`src/rtl/am2918_bus_sched_if.sv`:
```
// Bus-scheduler signal bundle between requesters, the scheduler and an am2918 register bank.
// Latency: none, wires only.
// Backpressure: none; req is level-sensitive and is held by the requester until it is served.
interface am2918_bus_sched_if #(
    parameter int N  = 4,
    parameter int IW = 2
);
    logic [N-1:0]  req;
    logic [N-1:0]  gnt;
    logic [N-1:0]  ld;
    logic [N-1:0]  oe_;
    logic [IW-1:0] gidx;
    logic          busy;
    logic          done;

    modport master (
        input  req,
        output gnt, ld, oe_, gidx, busy, done
    );

    modport slave (
        output req,
        input  gnt, ld, oe_, gidx, busy, done
    );
endinterface

```
`src/rtl/am2918_bus_sched.sv`:
```
// Round-robin owner of a shared three-state bus: LOAD strobe, HOLD drive cycles, one dead TURN cycle.
// Latency: grant one cycle after the sampling edge; transaction and back-to-back period are HOLD+2 cycles.
// Backpressure: requests wait, level-held, until arbitration in IDLE/TURN picks them; in-flight grants never abort.
module am2918_bus_sched #(
    parameter int N    = 4,
    parameter int HOLD = 1,
    parameter int IW   = 2
) (
    input  logic               cp,
    input  logic               rst_,
    am2918_bus_sched_if.master bus
);
    localparam int CW = (HOLD > 1) ? $clog2(HOLD) : 1;

    localparam logic [1:0] S_IDLE  = 2'd0;
    localparam logic [1:0] S_LOAD  = 2'd1;
    localparam logic [1:0] S_DRIVE = 2'd2;
    localparam logic [1:0] S_TURN  = 2'd3;

    localparam logic [CW-1:0] CNT_INIT = CW'(HOLD - 1);
    localparam logic [IW-1:0] LAST_IDX = IW'(N - 1);
    localparam logic [IW:0]   N_EXT    = (IW + 1)'(N);

    logic [1:0]    state;
    logic [CW-1:0] cnt;
    logic [IW-1:0] ptr;

    logic          win_vld;
    logic [IW-1:0] win_idx;
    logic [N-1:0]  win_oh;
    logic [IW:0]   scan;

    // Rotating priority search: first set request at or after ptr, modulo N.
    always_comb begin
        win_vld = 1'b0;
        win_idx = '0;
        win_oh  = '0;
        scan    = '0;
        for (int k = 0; k < N; k++) begin
            scan = {1'b0, ptr} + (IW + 1)'(k);
            if (scan >= N_EXT) begin
                scan = scan - N_EXT;
            end
            if (!win_vld && bus.req[scan[IW-1:0]]) begin
                win_vld = 1'b1;
                win_idx = scan[IW-1:0];
            end
        end
        win_oh[win_idx] = 1'b1;
    end

    always_ff @(posedge cp) begin
        if (!rst_) begin
            state    <= S_IDLE;
            cnt      <= '0;
            ptr      <= '0;
            bus.gnt  <= '0;
            bus.ld   <= '0;
            bus.oe_  <= '1;
            bus.gidx <= '0;
            bus.busy <= 1'b0;
            bus.done <= 1'b0;
        end else begin
            bus.ld   <= '0;
            bus.done <= 1'b0;
            case (state)
                S_IDLE, S_TURN: begin
                    bus.oe_ <= '1;
                    if (win_vld) begin
                        state    <= S_LOAD;
                        bus.gnt  <= win_oh;
                        bus.ld   <= win_oh;
                        bus.gidx <= win_idx;
                        bus.busy <= 1'b1;
                        ptr      <= (win_idx == LAST_IDX) ? '0 : win_idx + 1'b1;
                    end else begin
                        state    <= S_IDLE;
                        bus.gnt  <= '0;
                        bus.busy <= 1'b0;
                    end
                end
                S_LOAD: begin
                    state   <= S_DRIVE;
                    cnt     <= CNT_INIT;
                    bus.oe_ <= ~bus.gnt;
                end
                S_DRIVE: begin
                    if (cnt != '0) begin
                        cnt <= cnt - 1'b1;
                    end else begin
                        // Release the driver now so TURN is a guaranteed dead bus cycle.
                        state    <= S_TURN;
                        bus.oe_  <= '1;
                        bus.gnt  <= '0;
                        bus.done <= 1'b1;
                    end
                end
                default: begin
                    state <= S_IDLE;
                end
            endcase
        end
    end

    a_gnt_onehot: assert property (@(posedge cp) disable iff (!rst_) $onehot0(bus.gnt));
    a_oe_onehot:  assert property (@(posedge cp) disable iff (!rst_) $onehot0(~bus.oe_));
    a_ld_vs_oe:   assert property (@(posedge cp) disable iff (!rst_) (bus.ld & ~bus.oe_) == '0);
    a_oe_drive:   assert property (@(posedge cp) disable iff (!rst_) (state != S_DRIVE) |-> (&bus.oe_));
    a_busy:       assert property (@(posedge cp) disable iff (!rst_) bus.busy == (state != S_IDLE));
endmodule

```
`src/flat_wrapper.sv`:
```
// flat-port wrapper written by rule: the top's interface ports become plain ports
module am2918_bus_sched_flat 
#(
    parameter int N    = 4,
    parameter int HOLD = 1,
    parameter int IW   = 2
)
  (cp, rst_, bus_req, bus_gnt, bus_ld, bus_oe_, bus_gidx, bus_busy, bus_done);
  am2918_bus_sched_if #(.N(N), .IW(IW)) bus_i ();
  input  logic cp;
  input  logic rst_;
  input wire logic [$bits(bus_i.req)-1:0] bus_req;
  output wire logic [$bits(bus_i.gnt)-1:0] bus_gnt;
  output wire logic [$bits(bus_i.ld)-1:0] bus_ld;
  output wire logic [$bits(bus_i.oe_)-1:0] bus_oe_;
  output wire logic [$bits(bus_i.gidx)-1:0] bus_gidx;
  output wire logic [$bits(bus_i.busy)-1:0] bus_busy;
  output wire logic [$bits(bus_i.done)-1:0] bus_done;
  assign bus_i.req = bus_req;
  assign bus_gnt = bus_i.gnt;
  assign bus_ld = bus_i.ld;
  assign bus_oe_ = bus_i.oe_;
  assign bus_gidx = bus_i.gidx;
  assign bus_busy = bus_i.busy;
  assign bus_done = bus_i.done;
  am2918_bus_sched #(.N(N), .HOLD(HOLD), .IW(IW)) u_core (.cp(cp), .rst_(rst_), .bus(bus_i));
endmodule
```
`config.mk`:
```
export PLATFORM = sky130hd
export DESIGN_NAME = am2918_bus_sched_flat
export DESIGN_NICKNAME = d
export VERILOG_FILES = /design/src/rtl/am2918_bus_sched_if.sv /design/src/rtl/am2918_bus_sched.sv /design/src/flat_wrapper.sv
export SDC_FILE = /design/constraint.sdc
export NUM_CORES = 1
export LEC_CHECK = 0
export CAP_MARGIN = 20
export CORE_UTILIZATION = 48
export DETAILED_ROUTE_END_ITERATION = 16
export PLACE_DENSITY = 0.82
export SLEW_MARGIN = 20
export SYNTH_ARGS = -nofsm -noshare
export SYNTH_HDL_FRONTEND = slang
export SYNTH_SLANG_ARGS = --single-unit
export TNS_END_PERCENT = 20
```
`constraint.sdc`:
```
create_clock -name cp -period 2.9 [get_ports cp]
set_input_delay 0.58 -clock cp [delete_from_list [all_inputs] [get_ports cp]]
set_output_delay 0.58 -clock cp [all_outputs]
set_load 0.01 [all_outputs]
```
# After elaboration in Yosys (flattened, before gate mapping)
# Index checks and enable logic that the tools add are counted.
# word_totals
register_bits	21
inputBits	6
elab_cells	84
output_inout_bits	16
# op_classes
n_reduce_logical	15
addsub	9
muxes	35
eq_ne	5
bitwise_logic	1
n_lt_le_gt_ge	10
# ops
cell	n
2-bit 2-to-1 mux	10
2-bit by 3-bit less-than comparator with 1-bit output (second input constant)	5
1-bit 2-to-1 mux	13
4-bit 2-to-1 mux	3
4-bit case mux with 3 select lines	1
3-bit >= comparator (second input constant)	3
1-bit binary-select mux with 2-bit select	4
4-bit case mux with 2 select lines	1
2-bit AND reduction	4
2-bit by 1-bit subtractor with 2-bit output (second input constant)	4
2-bit by 2-bit adder with 3-bit output (second input constant)	2
2-bit == test (second input constant)	3
2-bit case mux with 3 select lines	1
1-bit logical AND	4
4-bit NOT	1
2-bit nonzero test	2
2-bit by 1-bit adder with 3-bit output (second input constant)	1
2-bit by 3-bit >= comparator with 1-bit output (second input constant)	1
1-bit zero test	3
2-bit by 1-bit adder with 2-bit output (second input constant)	1
1-bit demux with 2-bit select	1
2-bit by 1-bit == test with 1-bit output (second input constant)	1
2-bit by 1-bit >= comparator with 1-bit output (second input constant)	1
2-bit zero test	1
other kinds (4)	4

# Logic depth before layout (Yosys ltp)
# Gate-level depths: netlist (run 1).
# depth
ltp_word	20
mapped_depth	7

# Least setup slack after synthesis (run 1)
# No wires, ideal clock.
# synth_path
path_kind	input to register
from	input bus_req[2]
to	register u_core.ptr[1]
path_buffers	0
cell_stages	7
arrival_ns	1.655
t_required_ns	2.784
setup_slack_ns	1.129
path_cell_list	nor2b_2 > a21boi_1 > o32ai_2 > inv_1 > ha_1 > mux2i_1 > nor2b_1
# synth_between
elab_chain_len	14
word_cells_on_any_way	26
cone_classes	add/sub (1); eq/ne (1); mux (17); reduce/logical (7)
# synth_rtl
item	line_no	rtl
start: declaration	flat_wrapper.sv:12	input wire logic [$bits(bus_i.req)-1:0] bus_req;
1-bit binary-select mux with 2-bit select	am2918_bus_sched.sv:44	if (!win_vld && bus.req[scan[IW-1:0]]) begin
1-bit 2-to-1 mux (implied by the code)	am2918_bus_sched.sv:44	
1-bit 2-to-1 mux	am2918_bus_sched.sv:44	
1-bit zero test	am2918_bus_sched.sv:44	
1-bit logical AND	am2918_bus_sched.sv:44	
1-bit 2-to-1 mux	am2918_bus_sched.sv:44	
1-bit zero test	am2918_bus_sched.sv:44	
1-bit logical AND	am2918_bus_sched.sv:44	
1-bit 2-to-1 mux	am2918_bus_sched.sv:44	
1-bit zero test	am2918_bus_sched.sv:44	
1-bit logical AND	am2918_bus_sched.sv:44	
2-bit 2-to-1 mux *	am2918_bus_sched.sv:44	
named net u_core.win_idx[1]	am2918_bus_sched.sv:29	logic [IW-1:0] win_idx;
2-bit by 1-bit adder with 2-bit output / 2-bit == test (equally long branches)	am2918_bus_sched.sv:75	ptr <= (win_idx == LAST_IDX) ? '0 : win_idx + 1'b1;
2-bit 2-to-1 mux *	am2918_bus_sched.sv:75	
end signal: assignment	am2918_bus_sched.sv:75	
end: declaration	am2918_bus_sched.sv:26	logic [IW-1:0] ptr;
# Mark *: on every way through the listed nets, which the timed path passes. The rest lies on a longest branch. The select of a mux whose other input is x is not followed.
# A chain may end at the register's enable or synchronous reset.

# Worst setup path after layout (run 1)
# layout_path
from	input bus_req[1]
to	register u_core.ptr[1]
# Same word-level chain as after synthesis.

==> flow_metrics.py, run 1 <==
metrics = {
    "die": {
        "die_h_um": 42.65,
        "die_area_um2": 1819,
        "fp-row-count": 14,
        "initial_core_util_pct": 52.05,
        "top_level_ports": 22,
        "die_x_um": 42.65,
        "fp.coreArea_um2": 1524,
    },
    "critical_path": {
        "worstPathMaxFanout": 4,
        "critical_path.cell_chain": "clkdlybuf4s50_1, nor2b_2, a21boi_1, o32ai_2, inv_1, ha_1, mux2i_1, nor2b_1",
        "reg2reg_to": "u_core.ptr[1]$_SDFFE_PN0P_",
        "cp-end-kind": "register",
        "endpoint": "u_core.ptr[1]$_SDFFE_PN0P_",
        "worstPathRequired_ns": 3.09,
        "path_buf_inv": 2,
        "cp.depth": 8,
        "crit_arrival_ns": 2.30,
        "r2r_start": "u_core.ptr[0]$_SDFFE_PN0P_",
        "cp-start-kind": "input pin",
        "slowest_stage": "clkdlybuf4s50_1",
        "critPathKind": "in2reg",
        "r2r_cells": 7,
        "cp_top_family": "buffers and inverters",
        "max_stage_delay_ns": 0.61,
        "reg2reg_slack_ns": 1.35,
        "crit_path_start": "bus_req[1]",
    },
    "power": {
        "power_density_nw_per_um2": 894.2,
        "vdd_drop_max_mv": 0.5320,
        "p_leak_nw": 0.4451,
        "total_power_mw": 0.9219,
    },
    "clock_network": {
        "htreeDepth": 1,
        "cts.clk_slew.worst_paths_ns": 0.10,
        "cts_sinks": 20,
        "clkLatencyLatePin_ns": 0.28,
        "postCtsSetupBuffers": 0,
        "cts-resized-gates": 0,
        "cts_tree": "built",
        "cts.path.max_buffers": 2,
        "ctsHoldBuffers": 0,
        "cts_root_buf": "clkbuf_4",
        "cts_inserted_buffers": 3,
    },
    "synthesis": {
        "ys_ff_latch": 20,
        "syn_nets": 87,
        "synth-edff-count": 0,
        "ys_async_sr_fraction_pct": 0,
        "synth_largest_area_cell": "dfxtp_1",
        "yosys_warnings": 0,
        "synthCells": 75,
        "ys_top_cells_by_count": "dfxtp_1 (20), nand2_1 (11), ha_1 (6)",
        "syn_area_um2": 793.3,
        "synth_seq_area_share_pct": 50.47,
        "synth_area_leaders": "dfxtp_1 (50%), ha_1 (9.5%), nand2_1 (5.2%), nor2b_1 (3.9%), and3_1 (3.2%)",
        "synthDistinctLibCells": 25,
        "syn_area_per_cell_um2": 10.58,
        "ys.flop_type": "dfxtp_1",
        "yosysMostFrequentCell": "dfxtp_1",
        "yosysTopAreaCellShare_pct": 50.47,
    },
    "min_path": {
        "min_path_type": "reg2reg",
    },
    "run_status": {
        "status": "complete, no violations",
    },
    "placement": {
        "port_buffers": 21,
        "place_inst": 110,
        "routabilityCongestion": 0.7900,
        "place_ws_ns": 0.4691,
        "hpwl_um": 1109,
    },
    "detailed_routing": {
        "vias": 603,
        "drtAntennaViolNets": 0,
        "drcViolationCount": 0,
        "detail_route.vias_per_cell": 5.336,
        "wl_um": 1372,
        "drtPass1Iterations": 4,
        "drt-wirelength-per-cell_um": 12.14,
        "drt_iter0_drc": 15,
    },
    "grt": {
        "grt_use_total_pct": 17.66,
        "grt_max_degree": 18,
        "grt_pass1_vias": 563,
        "grt_overflow": 0,
        "grt_pass1_wl_um": 2346,
        "antenna_found_initial": 0,
    },
    "sta": {
        "worst_pin_slew_ns": 0.4838,
        "fin_skew_ns": 0.001534,
        "drv_slew": 0,
        "period_share_pct": 72.76,
        "max_slew_margin_pct": 67.65,
        "fin_ws_ns": 0.7899,
        "fin_crit_ns": 2.110,
        "finalSetupViolCount": 0,
        "tns_ns": 0,
        "hold_viol_final": 0,
        "rsz0062_at_grt": "no",
        "clock.fmax_ghz": 0.4739,
    },
    "run": {
        "maxCapViolCount": 0,
    },
    "cells_and_area": {
        "layout.cells.non_filler": 113,
        "antennaDiodeCount": 0,
        "nets": 111,
        "drive_gt1_share_pct": 9.278,
        "fill_cells": 125,
        "area_delta_synth_final_pct": 29.97,
    },
}
==> stage by stage <==
step / cell area [µm²] / util [%] / hold slack, ns
final: 1031 / 67.65 / 0.4205
after detailed placement: 1008 / 66.17 / 0.4022
after CTS: 1031 / 67.65 / 0.4260
after floorplan: 793.3 / - / 0.4329
after global routing: 1031 / 67.65 / 0.4476
after global placement: 1008 / 66.17 / 0.4009
==> power by group <==
part / internal, mW / switching, mW / total [mW]
combinational: 0.204 / 0.201 / 0.405
sequential: 0.352 / 0.0412 / 0.394
clock: 0.0482 / 0.0752 / 0.123
total: 0.604 / 0.317 / 0.922
==> flip-flops by register name, summed over array words and instances (netlist names) <==
| register | flops |
|---|---|
| u_core.bus.gnt | 4 |
| u_core.bus.ld | 4 |
| u_core.bus.oe_ | 4 |
| u_core.bus.gidx | 2 |
| u_core.ptr | 2 |
| u_core.state | 2 |
| u_core.bus.busy | 1 |
| u_core.bus.done | 1 |
==> placed cells by master (no fill, tap or decap) <==
cell             instances
a21boi_1                 2
a21oi_1                  1
and2_1                   1
and3_1                   4
clkbuf_4                 3
clkdlybuf4s50_1         21
dfxtp_1                 20
ha_1                     6
inv_1                    4
mux2i_1                  1
nand2_1                 11
nand3_1                  4
nor2_1                   1
nor2b_1                  5
nor2b_2                  2
nor3_1                   1
nor3b_1                  1
nor4_4                   1
nor4b_2                  1
o21a_1                   2
o21ai_1                  1
o22ai_1                  1
o22ai_2                  1
o32ai_1                  1
o32ai_2                  1
==> routing by layer <==
metal | vias to the layer above | track usage [%] | part of all wire [%]
met5 | - | 0 | 0
met4 | 0 | 9.375 | 1.4
met3 | 2 | 3.830 | 3.8
met2 | 15 | 31.52 | 52
met1 | 284 | 19.09 | 43
li1 | 302 | - | -
==> logic make-up (layout without fill, tap and decap cells) <==
logic type	count (synthesis)	count (layout)	synth area share, %
and+or+nand+nor	32	32	24.45
DFF	20	20	50.47
AOI/OAI and AO/OA	10	10	10.57
adders and majority gates	6	6	9.463
buffers and inverters	6	28	3.784
muxes	1	1	1.262
==> how the worst min path moves through the flow <==
stage | start | end | slack (ns) | depth (start not counted)
2_1_floorplan | u_core.bus.gnt[3]$_SDFFE_PN0P_ | u_core.bus.oe_[3]$_SDFF_PP1_ | 0.43 | 1
3_3_place_gp | u_core.bus.gnt[3]$_SDFFE_PN0P_ | u_core.bus.oe_[3]$_SDFF_PP1_ | 0.40 | 1
3_5_place_dp | u_core.bus.gnt[3]$_SDFFE_PN0P_ | u_core.bus.oe_[3]$_SDFF_PP1_ | 0.40 | 1
4_1_cts | u_core.bus.gnt[3]$_SDFFE_PN0P_ | u_core.bus.oe_[3]$_SDFF_PP1_ | 0.43 | 1
5_1_grt | u_core.bus.gnt[3]$_SDFFE_PN0P_ | u_core.bus.oe_[3]$_SDFF_PP1_ | 0.45 | 1
6_report | u_core.bus.gnt[3]$_SDFFE_PN0P_ | u_core.bus.oe_[3]$_SDFF_PP1_ | 0.42 | 1
==> cell type report <==
type                            count  area [µm²]  share of cell area, %
Sequential cell                    20       400.4                  38.83
Multi-Input combinational cell     49       362.8                  35.19
Timing Repair Buffer               21       210.2                  20.39
Clock buffer                        3       22.52                  2.184
Tap cell                           16       20.02                  1.942
Inverter                            4       15.01                  1.456
No activity file was read; power rests on OpenSTA's default activity.
==> run 2, diff against run 1 <==
Settings changed: CORE_UTILIZATION 48 to 41, PLACE_DENSITY 0.82 to 0.75.
Clock period 2.9 ns to 1.8 ns, I/O delays scaled along.
==> flow_metrics.py, run 2 (synthesis results as in run 1) <==
metrics = {
    "cells_and_area": {
        "area_delta_synth_final_pct": 46.21,
        "layout.cells.non_filler": 134,
        "reg.largest.list": "u_core.bus.gnt (4), u_core.bus.ld (4), u_core.bus.oe_ (4)",
        "post-route-cell-area_um2": 1160,
        "antennaDiodeCount": 0,
        "nets": 122,
        "fill_cells": 156,
        "mostFrequentLayoutCells": "clkdlybuf4s50_1 (20), dfxtp_1 (20), nand2_1 (11), buf_4 (11), ha_1 (6)",
        "final_core_util_pct": 65.74,
        "drive_gt1_share_pct": 20.18,
    },
    "power": {
        "p_leak_nw": 0.5227,
        "vdd_drop_max_mv": 1.261,
        "power_density_nw_per_um2": 1473,
    },
    "detailed_routing": {
        "drcViolationCount": 0,
        "drt_iter0_drc": 4,
        "drtAntennaViolNets": 0,
        "detail_route.vias_per_cell": 4.784,
        "vias": 641,
        "wl_um": 1432,
        "drt-wirelength-per-cell_um": 10.69,
        "drtPass1Iterations": 4,
    },
    "clock_network": {
        "ctsHoldBuffers": 0,
        "clkLatencyLatePin_ns": 0.30,
        "cts_inserted_buffers": 3,
        "cts_root_buf": "clkbuf_4",
        "cts_tree": "built",
        "htreeDepth": 1,
        "cts.clk_slew.worst_paths_ns": 0.11,
        "cts.path.max_buffers": 2,
        "cts_sinks": 20,
    },
    "run_status": {
        "status": "complete, no violations",
    },
    "sta": {
        "fin_skew_ns": 0.006388,
        "whs_ns": 0.4264,
        "drv_slew": 0,
        "worst_pin_slew_ns": 0.3755,
        "clock.fmax_ghz": 0.5904,
        "period_share_pct": 94.09,
        "rsz0062_at_grt": "no",
        "hold_viol_final": 0,
        "finalSetupViolCount": 0,
        "max_slew_margin_pct": 74.90,
        "tns_ns": 0,
        "fin_crit_ns": 1.694,
    },
    "placement": {
        "place_inst": 129,
        "dpl_cell_area_um2": 1095,
        "routabilityCongestion": 0.7303,
        "port_buffers": 21,
        "hpwl_um": 1123,
    },
    "grt": {
        "use_met1_pct": 16.14,
        "antenna_found_initial": 0,
        "grt_overflow": 0,
        "top_usage_layer": "met2",
        "grt_pass1_wl_um": 2256,
        "grt_max_degree": 13,
        "grtUsageMet2_pct": 26.48,
        "grtUsageMet3_pct": 7.143,
        "grt_pass1_vias": 543,
        "grt_use_total_pct": 15.56,
    },
    "die": {
        "fp.coreArea_um2": 1764,
        "die_x_um": 45.99,
        "initial_core_util_pct": 44.96,
        "fp-row-count": 15,
        "top_level_ports": 22,
        "die_h_um": 45.99,
        "die_area_um2": 2115,
    },
    "critical_path": {
        "reg2reg_slack_ns": 0.28,
        "slowest_stage": "clkdlybuf4s50_1",
        "r2r_start": "u_core.state[0]$_SDFF_PN0_",
        "cp-start-kind": "input pin",
        "crit_path_start": "bus_req[1]",
        "max_stage_delay_ns": 0.50,
        "r2r_cells": 5,
        "cp-end-kind": "register",
        "critPathKind": "in2reg",
        "critical_path.cell_chain": "clkdlybuf4s50_1, nor2b_2, a21boi_1, o32ai_2, inv_1, ha_1, mux2i_1, nor2b_1",
        "endpoint": "u_core.ptr[1]$_SDFFE_PN0P_",
        "crit_arrival_ns": 1.90,
        "worstPathRequired_ns": 2.01,
        "worstPathMaxFanout": 2,
        "reg2reg_to": "u_core.ptr[1]$_SDFFE_PN0P_",
    },
    "min_path": {
        "min_path_type": "reg2reg",
    },
    "run": {
        "maxCapViolCount": 0,
    },
}
run 2: worst min-delay path by stage:
stage / start / to / slack, ns / depth (start not counted)
2_1_floorplan: u_core.bus.gnt[3]$_SDFFE_PN0P_ / u_core.bus.oe_[3]$_SDFF_PP1_ / 0.43 / 1
3_3_place_gp: u_core.bus.gnt[3]$_SDFFE_PN0P_ / u_core.bus.oe_[3]$_SDFF_PP1_ / 0.40 / 1
3_5_place_dp: u_core.bus.gnt[3]$_SDFFE_PN0P_ / u_core.bus.oe_[3]$_SDFF_PP1_ / 0.41 / 1
4_1_cts: u_core.bus.gnt[3]$_SDFFE_PN0P_ / u_core.bus.oe_[3]$_SDFF_PP1_ / 0.44 / 1
5_1_grt: u_core.bus.gnt[3]$_SDFFE_PN0P_ / u_core.bus.oe_[3]$_SDFF_PP1_ / 0.47 / 1
6_report: u_core.bus.gnt[3]$_SDFFE_PN0P_ / u_core.bus.oe_[3]$_SDFF_PP1_ / 0.43 / 1
run 2: power by group:
group | switching, mW | total (mW) | internal, mW
Sequential | 0.0656 | 0.633 | 0.568
Combinational | 0.339 | 0.719 | 0.380
Clock | 0.132 | 0.357 | 0.225
Total | 0.536 | 1.71 | 1.17
run 2: repair_timing:
action	in CTS	in global routing
endpoints found under the hold margin	0	0
gates resized for setup	0	2
buffers inserted	0	1
endpoints found under the setup margin	0	1
run 2: per-layer routing:
layer  share of wire (%)  vias up
met3                 5.1        5
li1                    -      324
met5                   0        -
met4                 1.8        0
met2                  51       17
met1                  42      295
run 2: final cells by class:
cell class	count	area (µm²)	area share, %
sequential	20	400.4	34.52
multi-input combinational	49	365.4	31.50
timing repair buffer	32	295.3	25.46
tap	25	31.28	2.697
clock inverter	1	30.03	2.589
clock buffer	3	22.52	1.942
inverter	4	15.01	1.295
run 2: critical path: cells and delay by family:
| family | cells | cell delay [ns] |
|---|---|---|
| mux | 1 | 0.13 |
| compound gates | 2 | 0.43 |
| buf+inv | 2 | 0.59 |
| fa+ha+maj | 1 | 0.28 |
| simple gates | 2 | 0.11 |
run 2: stage by stage:
step	power, mW	setup WS, ns
finish	1.709	0.1063
global route	1.820	0.01733
CTS	1.712	0.1040
detailed placement	1.350	-0.2322
global placement	1.329	-0.1698
floorplan	1.079	0.2489
==> run 3, diff against run 2 <==
--- a/config.mk
+++ b/config.mk
@@ -8,5 +8,7 @@
 export CAP_MARGIN = 20
-export CORE_UTILIZATION = 41
+export CELL_PAD_IN_SITES_DETAIL_PLACEMENT = 1
+export CELL_PAD_IN_SITES_GLOBAL_PLACEMENT = 2
+export CORE_UTILIZATION = 25
 export DETAILED_ROUTE_END_ITERATION = 16
-export PLACE_DENSITY = 0.75
+export PLACE_DENSITY = 0.74
 export SLEW_MARGIN = 20
==> constraint.sdc (replaced) <==
create_clock -name cp -period 1.8 [get_ports cp]
set_input_delay 0.54 -clock cp [delete_from_list [all_inputs] [get_ports cp]]
set_output_delay 0.54 -clock cp [all_outputs]
set_load 0.01 [all_outputs]
==> flow_metrics.py, run 3 (synthesis results as in run 1) <==
metrics = {
    "run_status": {
        "status": "complete, no violations",
    },
    "min_path": {
        "min_path_cells": 1,
        "min_path_type": "reg2reg",
        "min_to": "u_core.bus.oe_[3]$_SDFF_PP1_",
        "min-delay-start": "u_core.bus.gnt[3]$_SDFFE_PN0P_",
    },
    "sta": {
        "hold_viol_final": 0,
        "period_share_pct": 98.18,
        "clock.fmax_ghz": 0.5658,
        "drv_slew": 0,
        "fin_crit_ns": 1.767,
        "tns_ns": 0,
        "finalSetupViolCount": 0,
        "rsz0062_at_grt": "no",
        "whs_ns": 0.4347,
        "fin_skew_ns": 0.01123,
        "max_slew_margin_pct": 75.50,
        "worst_pin_slew_ns": 0.3648,
    },
    "cells_and_area": {
        "multi_input_area_um2": 375.4,
        "fill_cells": 351,
        "antennaDiodeCount": 0,
        "nets": 121,
        "final_common_cell": "dfxtp_1",
        "area_delta_synth_final_pct": 49.68,
        "seq_area_um2": 400.4,
        "mostFrequentLayoutCells": "dfxtp_1 (20), clkdlybuf4s50_1 (15), nand2_1 (11), buf_4 (10), ha_1 (6)",
        "drive_gt1_share_pct": 20.37,
        "final_core_util_pct": 39.21,
        "reg.largest.list": "u_core.bus.gnt (4), u_core.bus.ld (4), u_core.bus.oe_ (4)",
    },
    "placement": {
        "hpwl_um": 1409,
        "port_buffers": 21,
        "routabilityCongestion": 0.6916,
    },
    "power": {
        "total_power_mw": 1.764,
        "vdd_drop_max_mv": 0.3785,
        "p_leak_nw": 0.5683,
        "power_density_nw_per_um2": 1486,
    },
    "clock_network": {
        "cts_root_buf": "clkbuf_4",
        "cts.path.max_buffers": 2,
        "postCtsSetupBuffers": 0,
        "cts_tree": "built",
        "clkLatencyLatePin_ns": 0.31,
        "cts_inserted_buffers": 3,
        "htreeDepth": 1,
        "cts.clk_slew.worst_paths_ns": 0.12,
        "cts_sinks": 20,
        "ctsHoldBuffers": 0,
    },
    "critical_path": {
        "cp-start-kind": "input pin",
        "reg2reg_to": "u_core.ptr[1]$_SDFFE_PN0P_",
        "crit_top_cell": "nor2b_1",
        "worstPathRequired_ns": 2.02,
        "r2r_start": "u_core.ptr[0]$_SDFFE_PN0P_",
        "critPathKind": "in2reg",
        "cp-end-kind": "register",
        "slowest_stage": "clkdlybuf4s50_1",
        "max_stage_delay_ns": 0.46,
        "crit_arrival_ns": 1.99,
        "r2r_cells": 6,
        "reg2reg_slack_ns": 0.27,
        "worstPathMaxFanout": 3,
        "critical_path.cell_chain": "clkdlybuf4s50_1, nor2b_1, nor3b_2, o22ai_2, inv_1, ha_1, mux2i_1, nor2b_1",
    },
    "detailed_routing": {
        "drtAntennaViolNets": 0,
        "vias": 652,
        "drcViolationCount": 0,
        "drt-wirelength-per-cell_um": 12.05,
        "drt_iter0_drc": 6,
        "wl_um": 1832,
        "drtPass1Iterations": 3,
        "detail_route.vias_per_cell": 4.289,
    },
    "die": {
        "die_area_um2": 3402,
        "die_h_um": 58.33,
        "die_x_um": 58.33,
        "top_level_ports": 22,
        "fp-row-count": 20,
        "initial_core_util_pct": 26.20,
        "fp.coreArea_um2": 3028,
    },
    "grt": {
        "grt_overflow": 0,
        "grt_use_total_pct": 11.40,
        "antenna_found_initial": 0,
        "grt_pass1_wl_um": 2856,
        "grt_max_degree": 13,
        "grt_pass1_vias": 637,
    },
    "run": {
        "maxCapViolCount": 0,
    },
}
-- run 3: power breakdown --
| group | internal (mW) | switching [mW] | total, mW |
|---|---|---|---|
| clock network | 0.225 | 0.145 | 0.371 |
| logic | 0.386 | 0.365 | 0.751 |
| registers | 0.568 | 0.0752 | 0.643 |
-- run 3: worst max-delay path by stage --
stage	endpoint	slack (ns)	cells after the start	start
final	u_core.ptr[1]$_SDFFE_PN0P_	0.03	8	bus_req[3]
after global routing	u_core.ptr[1]$_SDFFE_PN0P_	0.008	8	bus_req[3]
after CTS	u_core.ptr[1]$_SDFFE_PN0P_	0.001	8	bus_req[3]
after detailed placement	u_core.ptr[1]$_SDFFE_PN0P_	-0.45	8	bus_req[2]
after global placement	u_core.ptr[1]$_SDFFE_PN0P_	-0.34	8	bus_req[2]
after floorplan	u_core.ptr[1]$_SDFFE_PN0P_	0.07	7	bus_req[2]
-- run 3: critical path: cells and delay by family --
family	cells	cell delay, ns
buffers and inverters	2	0.56
AND/OR/NAND/NOR	3	0.31
adder cells (fa/ha/maj)	1	0.29
AO/OA/AOI/OAI	1	0.14
multiplexers	1	0.14
-- run 3: stage by stage --
step	worst slack (ns)	cells	instance area (µm²)
global route	0.007732	152	1187
global placement	-0.3426	148	1119
CTS	0.0009845	152	1175
floorplan	0.06886	75	793.3
finish	0.03270	152	1187
detailed placement	-0.4548	148	1119
-- run 3: cell type report --
class / instances / share of cell area (%)
Timing Repair Buffer: 31 / 24.34
Tap cell: 44 / 4.636
Clock buffer: 3 / 1.897
Clock inverter: 1 / 2.529
Inverter: 4 / 1.264
Sequential cell: 20 / 33.72
Multi-Input combinational cell: 49 / 31.61
-- run 3: what timing repair did --
| item | in CTS | in global routing |
|---|---|---|
| endpoints found under the setup margin | 4 | 5 |
| cloned | 0 | 0 |
| gates resized for setup | 5 | 4 |
| pin swaps | 1 | 1 |
-- run 3: layer usage --
layer	routed length (µm)	share of wire, %	track usage (%)	vias up
met2	926	51	20.20	20
met4	43	2.3	7.143	0
met1	791	43	12.89	308
met3	70	3.8	1.538	4
met5	0	0	0	-
li1	-	-	-	320
